File: config.mk
export PLATFORM = sky130hd
export DESIGN_NAME = sev_seg_scan
export DESIGN_NICKNAME = d
export VERILOG_FILES = /design/src/rtl/sev_seg_scan_pkg.sv /design/src/rtl/sev_seg_scan_decode.sv /design/src/rtl/sev_seg_scan.sv
export SDC_FILE = /design/constraint.sdc
export NUM_CORES = 1
export LEC_CHECK = 0
export CAP_MARGIN = 20
export CORE_UTILIZATION = 50
export CTS_CLUSTER_SIZE = 25
export DETAILED_ROUTE_END_ITERATION = 8
export PLACE_DENSITY = 0.72
export SLEW_MARGIN = 20
export SYNTH_ARGS = -nofsm -noshare
export SYNTH_HDL_FRONTEND = slang
export SYNTH_SLANG_ARGS = --single-unit
export TNS_END_PERCENT = 30
File: constraint.sdc
create_clock -name Clk -period 2.79 [get_ports Clk]
set_input_delay 0.279 -clock Clk [delete_from_list [all_inputs] [get_ports Clk]]
set_output_delay 0.279 -clock Clk [all_outputs]
set_load 0.02 [all_outputs]
File: src/rtl/sev_seg_scan_pkg.sv
// Shared constants for the seven-segment scanner: segment codes, blank pattern, DP bit.
package sev_seg_scan_pkg;

  // {a,b,c,d,e,f,g,dp}, active low
  localparam logic [7:0] SEG_BLANK = 8'hFF;
  localparam int         DP_BIT    = 0;

  localparam logic [7:0] SEG_CODES [16] = '{
    8'h03, 8'h9F, 8'h25, 8'h0D, 8'h99, 8'h49, 8'h41, 8'h1F,
    8'h01, 8'h09, 8'h11, 8'hC1, 8'h63, 8'h85, 8'h61, 8'h71
  };

endpackage

File: src/rtl/sev_seg_scan_decode.sv
// Hex nibble to active-low segment pattern; purely combinational.
module seg_decode
  import sev_seg_scan_pkg::*;
(
  input  logic [3:0] nibble,
  output logic [7:0] seg
);

  assign seg = SEG_CODES[nibble];

endmodule

File: src/rtl/sev_seg_scan.sv
// Multiplexed seven-segment scanner with double-buffered digit data, per-slot dead time,
// optional leading-zero blanking and a frame-start pulse; all outputs registered.
module sev_seg_scan
  import sev_seg_scan_pkg::*;
#(
  parameter int NUM_DIGITS       = 4,
  parameter int REFRESH_DIV      = 50000,
  parameter int BLANK_CYCLES     = 8,
  parameter int ANODE_ACTIVE_LOW = 1,
  parameter int LZ_BLANK         = 0
) (
  input  logic                      Clk,
  input  logic                      nReset,
  input  logic [4*NUM_DIGITS-1:0]   Data,
  input  logic [NUM_DIGITS-1:0]     DpIn,
  input  logic [NUM_DIGITS-1:0]     DigitEn,
  input  logic                      Load,
  output logic [7:0]                Segments,
  output logic [NUM_DIGITS-1:0]     Anodes,
  output logic                      FrameStart
);

  localparam int PW = (REFRESH_DIV > 1) ? $clog2(REFRESH_DIV) : 1;
  localparam int IW = (NUM_DIGITS > 1) ? $clog2(NUM_DIGITS) : 1;
  localparam int DW = 4 * NUM_DIGITS;

  localparam logic [PW-1:0]         PRESC_LAST = PW'(REFRESH_DIV - 1);
  localparam logic [IW-1:0]         IDX_LAST   = IW'(NUM_DIGITS - 1);
  localparam logic [NUM_DIGITS-1:0] AN_OFF     = {NUM_DIGITS{ANODE_ACTIVE_LOW != 0}};

  logic [PW-1:0]         presc;
  logic [IW-1:0]         idx;
  logic                  pending;
  logic [DW-1:0]         sh_data,  act_data;
  logic [NUM_DIGITS-1:0] sh_dp,    act_dp;
  // Digit enables are stored inverted so the all-zero reset state shows every digit.
  logic [NUM_DIGITS-1:0] sh_blank, act_blank;

  logic                  tc;
  logic                  wrap;

  assign tc   = (presc == PRESC_LAST);
  assign wrap = tc && (idx == IDX_LAST);

  always_ff @(posedge Clk or negedge nReset) begin
    if (!nReset) begin
      presc     <= '0;
      idx       <= '0;
      pending   <= 1'b0;
      sh_data   <= '0;
      sh_dp     <= '0;
      sh_blank  <= '0;
      act_data  <= '0;
      act_dp    <= '0;
      act_blank <= '0;
    end else begin
      presc <= tc ? '0 : presc + 1'b1;
      if (tc) idx <= (idx == IDX_LAST) ? '0 : idx + 1'b1;

      if (Load) begin
        sh_data  <= Data;
        sh_dp    <= DpIn;
        sh_blank <= ~DigitEn;
      end

      // A Load in the wrap cycle bypasses the shadow so it lands in this frame.
      if (wrap) begin
        pending <= 1'b0;
        if (Load) begin
          act_data  <= Data;
          act_dp    <= DpIn;
          act_blank <= ~DigitEn;
        end else if (pending) begin
          act_data  <= sh_data;
          act_dp    <= sh_dp;
          act_blank <= sh_blank;
        end
      end else if (Load) begin
        pending <= 1'b1;
      end
    end
  end

  logic [NUM_DIGITS-1:0] lz_mask;
  logic                  above_zero;
  logic                  nib_zero;

  always_comb begin
    lz_mask    = '0;
    above_zero = 1'b1;
    nib_zero   = 1'b0;
    for (int i = NUM_DIGITS - 1; i >= 0; i--) begin
      nib_zero   = (act_data[4*i +: 4] == 4'd0);
      lz_mask[i] = above_zero && nib_zero && (i != 0) && !act_dp[i];
      above_zero = above_zero && nib_zero;
    end
  end

  logic [3:0]            cur_nib;
  logic [7:0]            dec_seg;
  logic [7:0]            seg_val;
  logic                  show;
  logic [NUM_DIGITS-1:0] sel;

  assign cur_nib = act_data[4*idx +: 4];

  seg_decode u_decode (
    .nibble (cur_nib),
    .seg    (dec_seg)
  );

  always_comb begin
    seg_val         = dec_seg;
    seg_val[DP_BIT] = dec_seg[DP_BIT] & ~act_dp[idx];
  end

  assign show = (int'(presc) >= BLANK_CYCLES) && !act_blank[idx]
                && !((LZ_BLANK != 0) && lz_mask[idx]);
  assign sel  = NUM_DIGITS'(1) << idx;

  always_ff @(posedge Clk or negedge nReset) begin
    if (!nReset) begin
      Segments   <= SEG_BLANK;
      Anodes     <= AN_OFF;
      FrameStart <= 1'b0;
    end else begin
      Segments   <= show ? seg_val : SEG_BLANK;
      Anodes     <= show ? (AN_OFF ^ sel) : AN_OFF;
      FrameStart <= (presc == '0) && (idx == '0);
    end
  end

endmodule
==> impl_metrics.tcl <==
set metrics [dict create \
    fin_skew_ns 0.00896 \
    io_buffers 39 \
    clkPwrFrac 0.399 \
    fin_crit_sh 0.810 \
    p_comb_frac 0.053 \
    fillCellCount 574 \
    switching_power_mw 0.512 \
    synth_top_area_frac 0.459 \
    grt_usage 0.182 \
    antenna_found_initial 0 \
    fin_setup_tns_ns 0 \
    cts.repair.resized 0 \
    synth-edff-count 0 \
    path_class "register to register" \
    synthToLayoutAreaGrowth_pct 18.5 \
    hp-class "primary input to asynchronous set/reset pin" \
    tritoncts "yes" \
    yosysTopAreaCell "dfrtp_1" \
    cp_max_fo 11 \
    rsz0062_at_grt "false" \
    die_y_um 88.1 \
    gr-total-overflow 0 \
    diodes 0 \
    clock_sinks 80 \
    grt_max_degree 81 \
    hold_violations 68 \
    synthSimpleGateAreaFrac 0.0948 \
    path_clk_slew_ns 0.09 \
    drtIter0Drc 73 \
    place.gp.congestion 0.814 \
    core_area_um2 7210 \
    vdd_drop_max_mv 0.375 \
    synthesis.nets 320 \
    grt_pass1_vias 2128 \
    design_area_um2 4390 \
    synthAdderAreaFrac 0.0405 \
    cts_max_level 3 \
    synthMuxAreaShare 0.218 \
    worstSkewPairLatency_ns 0.36 \
    wl_mm 6.24 \
    setup_violations 0 \
    synth_top_family_by_area "multiplexers" \
    endpoint_kind "register" \
    initial_utilization 0.514 \
    synth_most_common_cell "dfrtp_1" \
    ys.flop_type "dfrtp_1" \
    power_frac_seq 0.548 \
    violations "hold timing" \
    io_pins 40 \
    ys.warnings.count 0 \
    drc_errors 0 \
    synth.area.top_cells "dfrtp_1 (46%), dfstp_2 (8.5%), mux2_2 (8.2%)" \
    crit_required_ns 3.04 \
    ant_nets 0 \
    p_int_mw 1.68 \
    wl_per_cell_um 14.6 \
    vias_per_cell 5.16 \
    cap_violations 0 \
    vias 2204 \
    dp_hpwl_mm 4.12 \
    synth-seq-area-share 0.544 \
    synth-seq-cells 80 \
    crit_arrival_ns 2.51 \
    worstMarginPinSlew_ns 0.770 \
    slew_headroom 0.472 \
    synth-compound-area-share 0.0398 \
    synth_xor_area_frac 0.0331 \
    crit_path_start_kind "register" \
    fmax_ghz 0.442 \
    fin_crit_ns 2.26 \
    cts-hold-fix-buffers 0 \
    slew_violations 0 \
    hold_slack_ns -0.0589 \
    syn_inst 281 \
    power_density_nw_per_um2 499 \
    ys_top_cells_by_count "dfrtp_1 (68), mux2_2 (27), mux2_4 (20)" \
    status "finished, violations left" \
    syn_avg_cell_area_um2 13.2 \
    root_buffer "clkbuf_8" \
    die_area_um2 7770 \
    first_pass_iters 4 \
    fin_nets 362 \
    syn-cell-area_um2 3710 \
    switching_share 0.234 \
    die_x_um 88.1 \
    cts_max_path_buffers 2 \
    drive_gt1_frac 0.268 \
    row_count 31 \
    leakagePower_nw 2.03 \
    post_cts_buffers 0 \
    synthArstFlopShare 1.00 \
    grt_pass1_wl_mm 10.5 \
    placed_area_um2 4190 \
    cts_buffers 9 \
    ys_types 39 \
]
==> power by group through the flow <==
stage	clock (mW)	combinational [mW]	sequential (mW)
after floorplan	0	0.0506	1.22
after global placement	0	0.118	1.22
after detailed placement	0	0.120	1.22
after CTS	0.894	0.120	1.20
after global routing	0.946	0.131	1.20
final	0.874	0.116	1.20
==> routing by layer <==
layer | track usage | share of wire | vias up
li1 | - | - | 1062
met5 | 0 | 0 | -
met2 | 0.264 | 0.44 | 50
met1 | 0.264 | 0.50 | 1082
met4 | 0.0792 | 0.019 | 0
met3 | 0.0424 | 0.039 | 10
==> placed cells by master, fill, tap and decap left out, drive strengths merged, types with 3 or more instances in the layout <==
master	instances
dfrtp	68
mux2	47
clkdlybuf4s50	38
nor2	18
nand2	17
inv	15
dfstp	12
ha	12
mux2i	9
clkbuf	9
nand3	8
o21ai	7
xnor2	7
xor2	7
and3	6
nor3	6
mux4	5
buf	5
nand4	4
o311ai	3
a21oi	3
==> state kept, by name, summed over array words and instances, names as in the netlist <==
signal,flops
Anodes,4
act_data,16
sh_data,16
sh_dp,4
act_blank,4
sh_blank,4
FrameStart,1
presc,16
act_dp,4
pending,1
Segments,8
idx,2
==> kinds of logic (layout without fill, tap and decap cells) <==
group           after synthesis  after routing
flops                        80             80
simple gates                 67             67
mux                          61             61
buf+inv                      25             72
compound gates               22             22
xor+xnor                     14             14
fa+ha+maj                    12             12
==> metrics by stage <==
| stage | util | power [mW] | hold slack [ns] | worst slack, ns | cells |
|---|---|---|---|---|---|
| after detailed placement | 0.580 | 1.34 | 0.478 | 0.543 | 411 |
| final | 0.609 | 2.19 | -0.0589 | 0.529 | 427 |
| after CTS | 0.609 | 2.22 | 0.109 | 0.506 | 427 |
| after global placement | 0.580 | 1.34 | 0.475 | 0.532 | 411 |
| after global routing | 0.609 | 2.28 | 0.0147 | 0.271 | 427 |
| after floorplan | - | 1.27 | -0.0166 | 0.718 | 281 |
==> critical path, cell delays in order (launching register included) <==
cell      delay [ns]
dfrtp_1         0.59
buf_4           0.25
mux2_2          0.39
mux2i_1         0.63
a211o_1         0.18
o311ai_0        0.12
==> worst paths after layout <==
path / slack [ns] / endpoint / from / cells past startpoint
worst max register to register: 0.53 / Segments[6]$_DFF_PN1_ / idx[0]$_DFFE_PN0N_ / 5
min in group Clk: 0.48 / presc[0]$_DFF_PN0_ / presc[0]$_DFF_PN0_ / 1
worst min-delay path: -0.06 / presc[5]$_DFF_PN0_ / nReset / 1
worst max-delay path: 0.53 / Segments[6]$_DFF_PN1_ / idx[0]$_DFFE_PN0N_ / 5
worst min register to register: 0.48 / presc[0]$_DFF_PN0_ / presc[0]$_DFF_PN0_ / 1
max in group asynchronous: 2.38 / sh_data[7]$_DFFE_PN0P_ / nReset / 1
==> cell type report <==
type                            count  area (um^2)  area share
Sequential cell                    80         2020       0.459
Multi-Input combinational cell    176         1580       0.359
Timing Repair Buffer               43          422      0.0960
Clock buffer                        9          124      0.0282
Tap cell                           99          124      0.0282
Clock inverter                      7         80.1      0.0182
Inverter                           13         48.8      0.0111
(Power assumes the default switching activity.)
